<file path="src/rtl/issue_unit.sv">
// Per-SM warp issue arbiter: one-hot issue grant and independent exit grant; ISSUE_GTO_EN enables greedy-then-oldest bursts.
// Latency: grants are combinational in the request cycle; pointers and counters update on the next rising edge.
// Backpressure: Full_OC_IB=1 blocks issue grants, freezes issue state and counts stall cycles; exit grants ignore it.
module issue_unit #(
  parameter int NUM_WARPS    = 8,
  parameter int LOGNUM_WARPS = $clog2(NUM_WARPS)
`ifdef ISSUE_GTO_EN
  ,
  parameter int MAX_BURST    = 4
`endif
) (
  input  logic                    clk,
  input  logic                    rst,
  input  logic [NUM_WARPS-1:0]    Req_IB_IU,
  input  logic [NUM_WARPS-1:0]    Exit_Req_IB_IU,
  input  logic                    Full_OC_IB,
  output logic [NUM_WARPS-1:0]    Grt_IU_IB,
  output logic [NUM_WARPS-1:0]    Exit_Grt_IU_IB,
  output logic [LOGNUM_WARPS-1:0] Last_WarpID_IU,
  output logic [31:0]             Stall_Cycles_IU
);

  logic [NUM_WARPS-1:0]    eff;
  logic [LOGNUM_WARPS-1:0] rr_ptr;
  logic [LOGNUM_WARPS-1:0] ex_ptr;
  logic [LOGNUM_WARPS-1:0] rr_idx;
  logic [LOGNUM_WARPS-1:0] ex_idx;
  logic                    rr_found;
  logic                    ex_found;
  logic                    iss_vld;
  logic                    rr_adv;
  logic [LOGNUM_WARPS-1:0] iss_idx;
  logic                    ex_vld;

  // A warp that is exiting is never offered to the issue side.
  assign eff = Req_IB_IU & ~Exit_Req_IB_IU;

  always_comb begin
    logic [LOGNUM_WARPS-1:0] cand;
    rr_found = 1'b0;
    rr_idx   = '0;
    ex_found = 1'b0;
    ex_idx   = '0;
    cand     = '0;
    for (int i = 0; i < NUM_WARPS; i++) begin
      cand = rr_ptr + LOGNUM_WARPS'(i);
      if (!rr_found && eff[cand]) begin
        rr_found = 1'b1;
        rr_idx   = cand;
      end
      cand = ex_ptr + LOGNUM_WARPS'(i);
      if (!ex_found && Exit_Req_IB_IU[cand]) begin
        ex_found = 1'b1;
        ex_idx   = cand;
      end
    end
  end

`ifdef ISSUE_GTO_EN
  logic                    greedy_vld;
  logic [LOGNUM_WARPS-1:0] greedy_id;
  logic [3:0]              burst_cnt;
  logic                    greedy_hit;

  assign greedy_hit = greedy_vld && eff[greedy_id] && (burst_cnt < 4'(MAX_BURST));
  assign iss_vld    = rst && !Full_OC_IB && rr_found;
  assign iss_idx    = greedy_hit ? greedy_id : rr_idx;
  assign rr_adv     = iss_vld && !greedy_hit;

  always_ff @(posedge clk or negedge rst) begin
    if (!rst) begin
      greedy_vld <= 1'b0;
      greedy_id  <= '0;
      burst_cnt  <= '0;
    end else begin
      // An exiting greedy warp loses its slot; a new round-robin winner below overrides this.
      if (ex_vld && greedy_vld && (ex_idx == greedy_id))
        greedy_vld <= 1'b0;
      if (iss_vld) begin
        if (greedy_hit) begin
          burst_cnt <= burst_cnt + 4'd1;
        end else begin
          greedy_vld <= 1'b1;
          greedy_id  <= rr_idx;
          burst_cnt  <= 4'd1;
        end
      end
    end
  end
`else
  assign iss_vld = rst && !Full_OC_IB && rr_found;
  assign iss_idx = rr_idx;
  assign rr_adv  = iss_vld;
`endif

  assign ex_vld         = rst && ex_found;
  assign Grt_IU_IB      = iss_vld ? (NUM_WARPS'(1) << iss_idx) : '0;
  assign Exit_Grt_IU_IB = ex_vld  ? (NUM_WARPS'(1) << ex_idx)  : '0;

  always_ff @(posedge clk or negedge rst) begin
    if (!rst) begin
      rr_ptr          <= '0;
      ex_ptr          <= '0;
      Last_WarpID_IU  <= '0;
      Stall_Cycles_IU <= '0;
    end else begin
      if (rr_adv)
        rr_ptr <= rr_idx + LOGNUM_WARPS'(1);
      if (ex_vld)
        ex_ptr <= ex_idx + LOGNUM_WARPS'(1);
      if (iss_vld)
        Last_WarpID_IU <= iss_idx;
      if ((|Req_IB_IU) && Full_OC_IB && (Stall_Cycles_IU != 32'hFFFF_FFFF))
        Stall_Cycles_IU <= Stall_Cycles_IU + 32'd1;
    end
  end

endmodule

</file>
<file path="config.mk">
export PLATFORM = sky130hd
export DESIGN_NAME = issue_unit
export DESIGN_NICKNAME = d
export VERILOG_FILES = /design/src/rtl/issue_unit.sv
export SDC_FILE = /design/constraint.sdc
export NUM_CORES = 1
export LEC_CHECK = 0
export CORE_MARGIN = 4
export CORE_UTILIZATION = 59
export DETAILED_ROUTE_END_ITERATION = 16
export PLACE_DENSITY = 0.88
export SYNTH_ARGS = -nofsm -noshare
export SYNTH_HDL_FRONTEND = slang
export SYNTH_SLANG_ARGS = --single-unit
</file>
<file path="constraint.sdc">
create_clock -name clk -period 7.5 [get_ports clk]
set_input_delay 1.5 -clock clk [delete_from_list [all_inputs] [get_ports clk]]
set_output_delay 1.5 -clock clk [all_outputs]
set_load 0.01 [all_outputs]
</file>
==> results.sh <==
export IMPL_cts_clk_slew_worst_paths_ps=80
export IMPL_multi_input_area_um2=2930
export IMPL_fin_nets=543
export IMPL_total_power_w=0.00213
export IMPL_synth_seq_cells=41
export IMPL_start_util=0.606
export IMPL_ys_warn_count=0
export IMPL_relSlewSlack=0.488
export IMPL_synth_async_reset_ratio=1.00
export IMPL_top_level_ports=70
export IMPL_cts_tree="built"
export IMPL_grt_pass1_vias=3612
export IMPL_dpl_worst_slack_ps=765
export IMPL_fin_util=0.728
export IMPL_netSwitchingPower_w=0.00103
export IMPL_antenna_cells=0
export IMPL_synth_cell_types=71
export IMPL_antenna_found_initial=0
export IMPL_r2r_start="ex_ptr[0]"
export IMPL_hold_path_class="reg -> reg"
export IMPL_holdPathStages=1
export IMPL_register_area_um2=1030
export IMPL_clkSinkCount=41
export IMPL_cts_buffers=5
export IMPL_worstSkewPairLatency_ps=290
export IMPL_grt_pass1_wl_um=17500
export IMPL_fp_dieH_um=91.5
export IMPL_wire_per_inst_um=17.2
export IMPL_hpwl_um=7930
export IMPL_final_layout_size_suffix_gt1_frac=0.103
export IMPL_rr_worst_depth=13
export IMPL_period_needed_ps=6780
export IMPL_via_count=3768
export IMPL_p_per_area_nw_per_um2=431
export IMPL_hold_viol=0
export IMPL_rsz0062_at_grt="false"
export IMPL_min_from="Stall_Cycles_IU[8]"
export IMPL_postCtsSetupRepairBufs=0
export IMPL_cts_root_buf="clkbuf_8"
export IMPL_worst_ep_arrival_time_ps=5280
export IMPL_cts_max_level=2
export IMPL_cts_resized=0
export IMPL_ir_drop_mv=0.215
export IMPL_dieArea_um2=8380
export IMPL_wirelength_um=10400
export IMPL_synth_area_leaders="dfrtp_1 25%, mux4_2 14%, ha_1 5.2%"
export IMPL_synthFlopType="dfrtp_1"
export IMPL_first_iter_violations=262
export IMPL_start_kind="input pin"
export IMPL_synth_area_um2=4120
export IMPL_syn_avg_cell_area_um2=9.21
export IMPL_drcViolationCount=0
export IMPL_ant_nets=0
export IMPL_required_ps=6000
export IMPL_clockPowerShare=0.080
export IMPL_end_kind="output port"
export IMPL_critical_path_class="in -> out"
export IMPL_max_freq_mhz=148
export IMPL_setup_ws_ps=722
export IMPL_combPwrFrac=0.744
export IMPL_rows=30
export IMPL_cp_max_fo=11
export IMPL_area_delta_synth_final_pct=20.1
export IMPL_placed_area_um2=4840
export IMPL_startpoint="Exit_Req_IB_IU[5]"
export IMPL_setup_tns_ps=0
export IMPL_final_common_cell="clkdlybuf4s50_1"
export IMPL_portBuffers=69
export IMPL_tightest_slew_ps=768
export IMPL_yosysTopAreaCell="dfrtp_1"
export IMPL_grt_use_total=0.252
export IMPL_run_status="complete, no violations"
export IMPL_overflow=0
export IMPL_grt_max_degree=44
export IMPL_fp_coreArea_um2=6790
export IMPL_gp_congestion=0.914
export IMPL_p_int_w=0.00110
export IMPL_layout_common_cells="68 x clkdlybuf4s50_1, 43 x nand2_1, 41 x dfrtp_1"
export IMPL_cts_hold_buf=0
export IMPL_clk_path_buf_depth=2
export IMPL_die_x_um=91.5
export IMPL_drv_cap=0
export IMPL_syn_nets=483
export IMPL_yosysSeqAreaShare=0.249
export IMPL_syn_inst=447
export IMPL_finClkSkew_ps=6.72
export IMPL_period_share=0.904
export IMPL_p_leak_nw=2.02
export IMPL_switching_share=0.483
export IMPL_final_area_um2=4940
export IMPL_finalMaxSlewViolations=0
export IMPL_drtPass1Iterations=5
export IMPL_fillers=520
export IMPL_setup_violations_final=0
export IMPL_synth_edf_count=0
export IMPL_synth_top_area_share=0.249
export IMPL_seqPwrFrac=0.176
export IMPL_via_per_inst=6.25
## power groups by stage
stage | clock [W] | sequential, W | combinational (W)
2_1_floorplan | 0 | 0.000316 | 0.00124
3_3_place_gp | 0 | 0.000374 | 0.00153
3_5_place_dp | 0 | 0.000378 | 0.00156
4_1_cts | 0.000173 | 0.000374 | 0.00158
5_1_grt | 0.000182 | 0.000389 | 0.00175
6_report | 0.000169 | 0.000375 | 0.00158
## through the flow
stage | std cells | hold slack [ps]
after global routing | 603 | 513
after floorplan | 447 | 520
final | 603 | 496
after CTS | 603 | 498
after detailed placement | 596 | 485
after global placement | 596 | 486
## worst max-delay path: stages
cell and delay (ps):
clkdlybuf4s50_1 610, nand2b_1 320, mux4_2 490, mux2i_1 350, a211oi_2 140, o311a_1 160
or4_1 500, and2_1 230, ha_1 200, ha_1 170, and2_1 130, clkdlybuf4s50_1 470
## metal layers
| layer | part of all wire | vias to the layer above | track usage |
|---|---|---|---|
| met1 | 0.44 | 1826 | 0.355 |
| met3 | 0.073 | 14 | 0.0530 |
| met2 | 0.47 | 160 | 0.400 |
| li1 | - | 1768 | - |
| met4 | 0.013 | 0 | 0.0553 |
| met5 | 0 | - | 0 |
## logic make-up (layout without fill, tap and decap cells)
| kind of cell | after synthesis | after routing | synth area share |
|---|---|---|---|
| AO/OA/AOI/OAI | 77 | 77 | 0.136 |
| XOR/XNOR | 37 | 37 | 0.0787 |
| flip-flops | 41 | 41 | 0.249 |
| buffers and inverters | 36 | 96 | 0.0395 |
| AND/OR/NAND/NOR | 187 | 187 | 0.240 |
| adder cells (fa/ha/maj) | 17 | 17 | 0.0517 |
| multiplexers | 52 | 52 | 0.205 |
## Yosys cell counts, types with 2 or more instances
library cell	n
xor2_1	14
mux2_2	8
a32oi_1	2
and3_1	4
a21oi_1	14
a31o_1	2
a211o_1	3
buf_2	8
or3b_1	3
or4_1	3
nor4_1	3
and4_1	3
and2_1	12
nor2b_1	11
nor3_1	11
nand2b_1	15
nand3b_1	4
inv_2	2
dfrtp_1	41
nand2_1	43
o21ai_0	10
o32ai_1	2
o21a_1	3
ha_1	17
xnor2_1	23
a31oi_1	5
o211ai_1	3
nor4_2	2
clkbuf_1	6
nor2_1	38
or3_1	3
a21o_1	5
nand4_1	8
mux4_2	25
nand3_1	19
buf_6	2
mux2i_1	18
o21ai_1	4
inv_1	15
a32o_1	2
## state kept, by name, summed over array words and instances, names as in the netlist
name / cells
Stall_Cycles_IU: 32
ex_ptr: 3
Last_WarpID_IU: 3
rr_ptr: 3
## final cells by class
type / count / share of cell area
Multi-Input combinational cell: 370 / 0.592
Sequential cell: 41 / 0.207
Timing Repair Buffer: 70 / 0.140
Tap cell: 96 / 0.0243
Inverter: 19 / 0.0149
Clock buffer: 5 / 0.0139
Clock inverter: 2 / 0.00709
## path summary, 6_finish.rpt
path	slack [ps]	endpoint
worst max-delay path	720	Grt_IU_IB[3]
worst min-delay path	500	Stall_Cycles_IU[8]
worst max register to register	2950	ex_ptr[2]
worst min register to register	500	Stall_Cycles_IU[8]
max in group asynchronous	5790	rr_ptr[0]
min in group asynchronous	1360	Stall_Cycles_IU[26]
Power figures use the tool's default switching activity.
